$ cat config.mk
export PLATFORM = sky130hd
export DESIGN_NAME = wheel_pedal_emulator
export DESIGN_NICKNAME = d
export VERILOG_FILES = /design/src/rtl/zzzap_ctrl_pkg.sv /design/src/rtl/btn_debounce_toggle.sv /design/src/rtl/wheel_pedal_emulator.sv
export SDC_FILE = /design/constraint.sdc
export NUM_CORES = 1
export LEC_CHECK = 0
export BUFFER_PORTS_ARGS = -buffer_cell sky130_fd_sc_hd__buf_2
export CAP_MARGIN = 20
export CORE_UTILIZATION = 55
export CTS_CLUSTER_DIAMETER = 40
export DETAILED_ROUTE_END_ITERATION = 7
export PLACE_DENSITY = 0.74
export SLEW_MARGIN = 20
export SYNTH_ARGS = -nofsm -noshare
export SYNTH_HDL_FRONTEND = slang
export SYNTH_HIERARCHICAL = 1
export SYNTH_SLANG_ARGS = --single-unit
$ cat constraint.sdc
create_clock -name clk -period 4.8 [get_ports clk]
set_input_delay 0.48 -clock clk [delete_from_list [all_inputs] [get_ports clk]]
set_output_delay 0.48 -clock clk [all_outputs]
set_load 0.01 [all_outputs]
$ cat src/rtl/zzzap_ctrl_pkg.sv
// Shared constants and types for the wheel/pedal control path.
package zzzap_ctrl_pkg;

  // Steering hold state machine
  typedef enum logic [1:0] {
    StIdle  = 2'd0,
    StHoldR = 2'd1,
    StHoldL = 2'd2
  } steer_state_e;

  // Hold counter is 5 bits and saturates
  localparam int unsigned HoldW   = 5;
  localparam logic [4:0]  HoldThr1 = 5'd8;
  localparam logic [4:0]  HoldThr2 = 5'd16;
  localparam logic [4:0]  HoldMax  = 5'd31;

  // Step table: the wheel accelerates the longer a direction is held
  localparam logic [2:0] StepSlow = 3'd1;
  localparam logic [2:0] StepMid  = 3'd2;
  localparam logic [2:0] StepFast = 3'd4;

  function automatic logic [2:0] hold_step(input logic [4:0] cnt);
    if (cnt < HoldThr1) begin
      return StepSlow;
    end else if (cnt < HoldThr2) begin
      return StepMid;
    end else begin
      return StepFast;
    end
  endfunction

endpackage

$ cat src/rtl/btn_debounce_toggle.sv
// Debounces a button and flips a toggle state on each accepted press.
module btn_debounce_toggle #(
  parameter logic [15:0] DEBOUNCE = 16'd40000
) (
  input  logic clk,
  input  logic reset,
  input  logic btn,
  output logic state
);

  logic        level_q;
  logic [15:0] cnt_q;
  logic        rise_q;
  logic        state_q;

  // Accept a new level after DEBOUNCE consecutive differing samples; toggle one cycle later
  always_ff @(posedge clk) begin
    if (reset) begin
      level_q <= 1'b0;
      cnt_q   <= 16'd0;
      rise_q  <= 1'b0;
      state_q <= 1'b0;
    end else begin
      rise_q <= 1'b0;
      if (btn == level_q) begin
        cnt_q <= 16'd0;
      end else if (cnt_q == DEBOUNCE - 16'd1) begin
        level_q <= btn;
        cnt_q   <= 16'd0;
        rise_q  <= btn;
      end else begin
        cnt_q <= cnt_q + 16'd1;
      end
      if (rise_q) begin
        state_q <= ~state_q;
      end
    end
  end

  assign state = state_q;

endmodule

$ cat src/rtl/wheel_pedal_emulator.sv
// Converts digital player controls into frame-paced steering wheel and pedal positions.
module wheel_pedal_emulator
  import zzzap_ctrl_pkg::*;
#(
  parameter logic [7:0]  STEER_MIN    = 8'h30,
  parameter logic [7:0]  STEER_MAX    = 8'hB0,
  parameter logic [7:0]  STEER_CENTER = 8'h70,
  parameter logic [7:0]  CENTER_STEP  = 8'd2,
  parameter logic [7:0]  PEDAL_STEP   = 8'd8,
  parameter logic [15:0] DEBOUNCE     = 16'd40000
) (
  input  logic       clk,
  input  logic       reset,
  input  logic       vsync,
  input  logic       steer_plus,
  input  logic       steer_minus,
  input  logic       gas_plus,
  input  logic       gas_minus,
  input  logic       gear_btn,
  output logic [7:0] steering,
  output logic [7:0] pedal,
  output logic       gear,
  output logic       frame_tick
);

  steer_state_e      state_q, state_d;
  logic [HoldW-1:0]  hold_q;
  logic [7:0]        steer_q, steer_d;
  logic [7:0]        pedal_q, pedal_d;
  logic              vsync_q;

  logic              want_r, want_l;
  logic [8:0]        step9, sum9, dif9;
  logic [8:0]        psum9, pdif9;

  // vsync_q resets high so a vsync already high at reset release gives no tick
  assign frame_tick = vsync & ~vsync_q & ~reset;

  assign want_r = steer_plus & ~steer_minus;
  assign want_l = steer_minus & ~steer_plus;

  // Next steer state and next wheel position, all math in 9 bits to avoid wrap
  always_comb begin
    state_d = StIdle;
    if (want_r) begin
      state_d = StHoldR;
    end else if (want_l) begin
      state_d = StHoldL;
    end

    step9   = {6'd0, hold_step(hold_q)};
    sum9    = {1'b0, steer_q} + step9;
    dif9    = {1'b0, steer_q} - step9;
    steer_d = steer_q;
    case (state_q)
      StHoldR: begin
        steer_d = (sum9 > {1'b0, STEER_MAX}) ? STEER_MAX : sum9[7:0];
      end
      StHoldL: begin
        steer_d = (dif9[8] || (dif9 < {1'b0, STEER_MIN})) ? STEER_MIN : dif9[7:0];
      end
      default: begin
        // Self-centre, landing exactly on centre
        if (steer_q > STEER_CENTER) begin
          steer_d = ((steer_q - STEER_CENTER) > CENTER_STEP) ? steer_q - CENTER_STEP
                                                               : STEER_CENTER;
        end else if (steer_q < STEER_CENTER) begin
          steer_d = ((STEER_CENTER - steer_q) > CENTER_STEP) ? steer_q + CENTER_STEP
                                                               : STEER_CENTER;
        end
      end
    endcase
  end

  // Next pedal position, saturating at both ends
  always_comb begin
    psum9   = {1'b0, pedal_q} + {1'b0, PEDAL_STEP};
    pdif9   = {1'b0, pedal_q} - {1'b0, PEDAL_STEP};
    pedal_d = pedal_q;
    if (gas_plus && !gas_minus) begin
      pedal_d = psum9[8] ? 8'hFF : psum9[7:0];
    end else if (gas_minus && !gas_plus) begin
      pedal_d = pdif9[8] ? 8'h00 : pdif9[7:0];
    end
  end

  // Steer FSM: state follows inputs every cycle, wheel moves only on frame ticks
  always_ff @(posedge clk) begin
    if (reset) begin
      state_q <= StIdle;
      hold_q  <= '0;
      steer_q <= STEER_CENTER;
    end else begin
      state_q <= state_d;
      if (state_d != state_q) begin
        hold_q <= '0;
      end else if (frame_tick && (state_q != StIdle) && (hold_q != HoldMax)) begin
        hold_q <= hold_q + 5'd1;
      end
      if (frame_tick) begin
        steer_q <= steer_d;
      end
    end
  end

  // Pedal register and vsync edge history
  always_ff @(posedge clk) begin
    if (reset) begin
      pedal_q <= 8'h00;
      vsync_q <= 1'b1;
    end else begin
      vsync_q <= vsync;
      if (frame_tick) begin
        pedal_q <= pedal_d;
      end
    end
  end

  btn_debounce_toggle #(
    .DEBOUNCE(DEBOUNCE)
  ) u_gear (
    .clk   (clk),
    .reset (reset),
    .btn   (gear_btn),
    .state (gear)
  );

  assign steering = steer_q;
  assign pedal    = pedal_q;

endmodule

**After elaboration in Yosys (flattened, before gate mapping)**

Cells that the tools add are included.

- Word-level logic and storage cells: 75
- Input port bits: 8
- Output and inout bits: 18
- Register bits after elaboration: 43

- Reductions and logical operators: 16
- $lt $le $gt $ge: 8
- Eq/ne operators: 6
- Add/sub/neg operators: 10
- Bitwise gates (word level): 11
- Multiplexer cells: 15

Operator list:

| kind | count |
|---|---|
| 2-to-1 mux 8 bit | 10 |
| adder 16 x 1 -> 16 bit, second input constant | 1 |
| equality test 16 bit, second input constant | 1 |
| greater-than comparator 8 x 2 -> 1 bit, second input constant | 2 |
| case mux 8 bit (2 select lines) | 1 |
| adder 8 x 3 -> 9 bit | 1 |
| adder 8 x 4 -> 9 bit, second input constant | 1 |
| greater-than comparator 9 x 8 -> 1 bit, second input constant | 1 |
| < comparator 9 x 6 -> 1 bit, second input constant | 1 |
| subtractor 8 x 3 -> 9 bit | 1 |
| subtractor 8 x 4 -> 9 bit, second input constant | 1 |
| adder 8 x 2 -> 8 bit, second input constant | 1 |
| greater-than comparator 8 x 7 -> 1 bit, second input constant | 1 |
| < comparator 8 x 7 -> 1 bit, second input constant | 1 |
| subtractor 7 x 8 -> 8 bit, first input constant | 1 |
| subtractor 8 x 2 -> 8 bit, second input constant | 1 |
| subtractor 8 x 7 -> 8 bit, second input constant | 1 |
| NOT 1 bit | 7 |
| 2-to-1 mux 3 bit | 2 |
| AND reduction 2 bit | 3 |
| OR reduction 3 bit | 2 |
| adder 5 x 1 -> 5 bit, second input constant | 1 |
| < comparator 5 x 4 -> 1 bit, second input constant | 1 |
| < comparator 5 bit, second input constant | 1 |
| other kinds (13) | 22 |

**Longest topological paths before layout**

- Depth in word-level cells: 8
- Depth in mapped cells: 10
- Depth with buffers taken out: 10

**Hierarchy**

The synthesis kept the hierarchy.

By module, submodules not included:

| module | instances | area an instance (µm²) | sequential area each (µm²) | cells an instance |
|---|---|---|---|---|
| wheel_pedal_emulator | 1 | 2543.7 | 440.4 | 339 |
| btn_debounce_toggle | 1 | 898.4 | 380.4 | 88 |

**Least setup slack after synthesis**

No wires, ideal clock.

- Kind: register to register
- Start: reg steer_q[1], in the netlist steering[1]
- End: reg steer_q[0], in the netlist steering[0]
- Arrival: 2.468 ns
- Library setup time: 0.139 ns
- Stages on the path, launching flop included: 9
- Clock period less this slack: 2.607 ns
- Path buffers: 0
- Slack: 2.193 ns
- Required time: 4.661 ns
- Cell sequence: dfxtp_1 inv_1 fa_1 nand2b_1 a2111oi_0 mux2_2 nor3_1 a2111oi_0 o32ai_1

- Cells in the longest elaborated chain, start to end: 6
- Elaborated cells on any way between the ends: 20
- Classes of those cells: add/sub (4); order compare (6); mux (7); reduce/logical (3)

RTL lines:

| item | line | RTL |
|---|---|---|
| start, declared | wheel_pedal_emulator.sv:28 | `logic [7:0] steer_q, steer_d;` |
| start signal, assigned | wheel_pedal_emulator.sv:101 | `steer_q <= steer_d;` |
| subtractor 7 x 8 -> 8 bit | wheel_pedal_emulator.sv:68 | `steer_d = ((STEER_CENTER - steer_q) > CENTER_STEP) ? steer_q + CENTER_STEP` |
| greater-than comparator 8 x 2 -> 1 bit | wheel_pedal_emulator.sv:68 |  |
| 2-to-1 mux 8 bit | wheel_pedal_emulator.sv:68 |  |
| 2-to-1 mux 8 bit | wheel_pedal_emulator.sv:67 | `end else if (steer_q < STEER_CENTER) begin` |
| 2-to-1 mux 8 bit | wheel_pedal_emulator.sv:64 | `if (steer_q > STEER_CENTER) begin` |
| case mux 8 bit (2 select lines) | wheel_pedal_emulator.sv:55 | `case (state_q)` |

Parallel ways exist; a longest one is shown, timed or not. The select of a mux whose other input is x is not followed.
A chain may end at the register's enable or synchronous reset.

**Final worst setup path**

Same ends and word-level chain as after synthesis.

==> results by group <==
GRT
  – Gr ovfl total: 0
  – Largest net degree at the start of global routing: 27
  – Vias in the first global route: just under 3000
  – First-pass GRT wire length: between 10 and 15 mm
  – Global-route usage over all layers: 26.0%
  – Initial antenna violation count: 0

Yosys
  – Commonest cells post-synth: dfxtp_1, nor2_1, nand2_1, ha_1, o21ai_0
  – Multiplexer share of the synthesized area: a little over 2%
  – Cell variety after synth: 75
  – Post-synth EDFFs: 0
  – Post-synthesis compound-gate area fraction: between 20% and 30%
  – Flop and latch count out of synthesis: a little over 40
  – Sequential fraction of the synthesis area: 23.8%
  – Synth area leader: dfxtp_1
  – Count leader, synth: dfxtp_1
  – Largest family of logic cells by synthesized area: simple AND/OR/NAND/NOR gates
  – Post-synthesis cell area: 0.00344 mm2
  – Post-Syn Instances: 427
  – Share of the synthesized area in the top cell type: 23.8%
  – Mapped Nets: 459
  – Synth Warn #: 6
  – Top_reg_cell synth: dfxtp_1
  – Synth top area cells: dfxtp_1, ha_1, xnor2_1
  – Avg Cell Area, Syn: 8.06 um2
  – Post-Synth XOR/XNOR Area: 7.63%
  – Adder-Cell Fraction of Synth Area: between 9 and 10%
  – Ys async rst share: 0%
  – Post-Synth Simple-Gate Area: 30.0%

Worst setup path
  – CP endpoint kind: flip-flop
  – Worst setup SP type: flip-flop
  – Critical Path RT: 4.96 ns
  – CP Class: reg -> reg
  – Worst path arrival time: between 3 and 4 ns
  – Worst-path maximum fanout: 12

CTS
  – Cts bufs inserted: 5
  – Clock Latency Late Sink: 0.29 ns
  – Maximum clock insertion buffer count: 2
  – Clk root buf: clkbuf_8
  – TritonCTS clock tree: done
  – Hold_buf cts: 0
  – Htree depth: 2
  – Post-cts resize count: 0
  – CTS sink cnt: slightly above 40
  – Clk slew on worst S/H paths: roughly 0.09 ns
  – Post-CTS Setup Inserts: 0

Worst hold path
  – Worst min path class: in -> reg

Finish
  – Area of the multi-input gates: ~0.0024 mm2
  – Fill cells: 526
  – Storage element area: approximately 820 um2
  – Fin cells: roughly 500
  – Diode count: 0
  – Final nets: 467
  – Area Overhead vs Synth: 5.49%
  – Layout cells sized above 1: between 10% and 20%

Timing
  – Worst clock skew: 0.00993 ns
  – RSZ-0062 raised after global routing: no
  – Fin crit period: 2.97 ns
  – Achievable frequency: 0.337 GHz
  – Relative slew slack: 34.6%
  – # setup viols final: 0
  – Final worst path period share: 61.9%
  – Setup_tns: 0 ns
  – Pins Over Slew Limit: 0
  – Hold Fails Final Rpt: 0
  – Worst-Margin Slew: 0.971 ns

Power
  – Leak Pwr: 1.34 nW
  – Worst vdd ir: 0.163 mV
  – PwrDens: 192 mW/mm2

Floorplan
  – Die Y: 81.1 um
  – Die Footprint: 0.00658 mm2
  – Site Rows: 28
  – Chip width: 81.1 um
  – Core ar.: 0.00599 mm2
  – IO Pins: 26
  – Starting Density: 57.5%

Outcome
  – Status: complete, no violations

Detailed routing
  – Vias: 3273
  – Routed length per instance: 16.1 um
  – Initial detailed-routing violation count: roughly 410
  – Drt drc: 0
  – Wirelength, routed: 8.23 mm
  – Vias per inst: 6.41
  – DRT antenna net count: 0
  – First-pass DRT Iterations: 5

Job
  – Max-Cap Viols: 0

Placement
  – # placed instances: 503
  – Hpwl dp: 5.95 mm
  – # port buffers: 25
  – GPL Wtd Cong: between 0.9 and 1
==> critical path, stage by stage, from the launching register on <==
cell and delay [ns]:
dfxtp_1 0.59, inv_1 0.25, fa_1 0.52, nand2b_1 0.23, a2111oi_0 0.36, mux2_2 0.24, nor3_1 0.08, a2111oi_0 0.40
o32ai_1 0.16
==> flip-flops by register name (all words and copies together), names as in the netlist <==
signal / cells
hold_q: 5
vsync_q: 1
state_q: 2
u_gear/level_q: 1
u_gear/cnt_q: 16
u_gear/rise_q: 1
u_gear/state: 1
steering: 8
pedal: 6
==> final timing paths <==
| kind | from | to | slack, ns | depth (start not counted) |
|---|---|---|---|---|
| worst max-delay path | steering[1]$_SDFFE_PP0P_ | steering[0]$_SDFFE_PP0P_ | 1.83 | 8 |
| worst min-delay path | vsync | vsync_q$_SDFF_PP1_ | 0.39 | 2 |
| worst max register to register | steering[1]$_SDFFE_PP0P_ | steering[0]$_SDFFE_PP0P_ | 1.83 | 8 |
| worst min register to register | u_gear/level_q$_SDFFE_PP0P_ | u_gear/rise_q$_SDFF_PP0_ | 0.48 | 1 |
==> kinds of logic (layout without fill, tap and decap cells) <==
group	Yosys count	count (layout)
flops	41	41
compound gates	104	104
mux	7	7
simple gates	177	177
xor+xnor	30	30
fa+ha+maj	24	24
buf+inv	44	53
==> cells in the final DEF, fill, tap and decap left out, types with 8 or more instances in the layout <==
master,instances
a21oi_1,18
a31oi_1,9
and3_1,9
buf_2,25
dfxtp_1,41
ha_1,22
inv_1,19
nand2_1,23
nand3_1,17
nand4_1,8
nor2_1,31
nor2_2,11
nor2b_1,10
nor3_1,19
o21ai_0,20
xnor2_1,16
xor2_1,14
==> layer usage <==
layer  track usage, %  wire length, um  up-vias  part of all wire [%]
li1                 -                -     1585                     -
met1             35.9             3660     1501                    44
met2             40.2             3750      169                    46
met3             5.17              667       18                   8.1
met4             8.39              152        0                   1.8
met5                0                0        -                     0
==> where the power goes <==
| group | total (mW) | internal [mW] | leakage [nW] | switching (mW) |
|---|---|---|---|---|
| sequential | 0.353 | 0.344 | 0.331 | 0.00929 |
| combinational | 0.0927 | 0.0345 | 0.959 | 0.0581 |
| clock | 0.253 | 0.130 | 0.0542 | 0.123 |
==> layout make-up <==
| type | count | share of cell area (%) |
|---|---|---|
| multi-input combinational | 342 | 66.5 |
| sequential | 41 | 22.6 |
| timing repair buffer | 25 | 3.45 |
| clock buffer | 7 | 2.65 |
| tap | 75 | 2.58 |
| inverter | 20 | 2.07 |
| clock inverter | 1 | 0.138 |
==> per-stage QoR <==
stage	hold WS, ns	setup WS (ns)	util (%)	instance area [um2]	power [mW]
after floorplan	0.435	2.19	-	3440	0.429
after global placement	0.452	1.99	58.9	3530	0.450
after detailed placement	0.475	1.91	58.9	3530	0.451
after CTS	0.385	1.86	60.6	3630	0.702
after global routing	0.391	1.53	60.6	3630	0.728
final	0.392	1.83	60.6	3630	0.698
(Power assumes the default switching activity.)
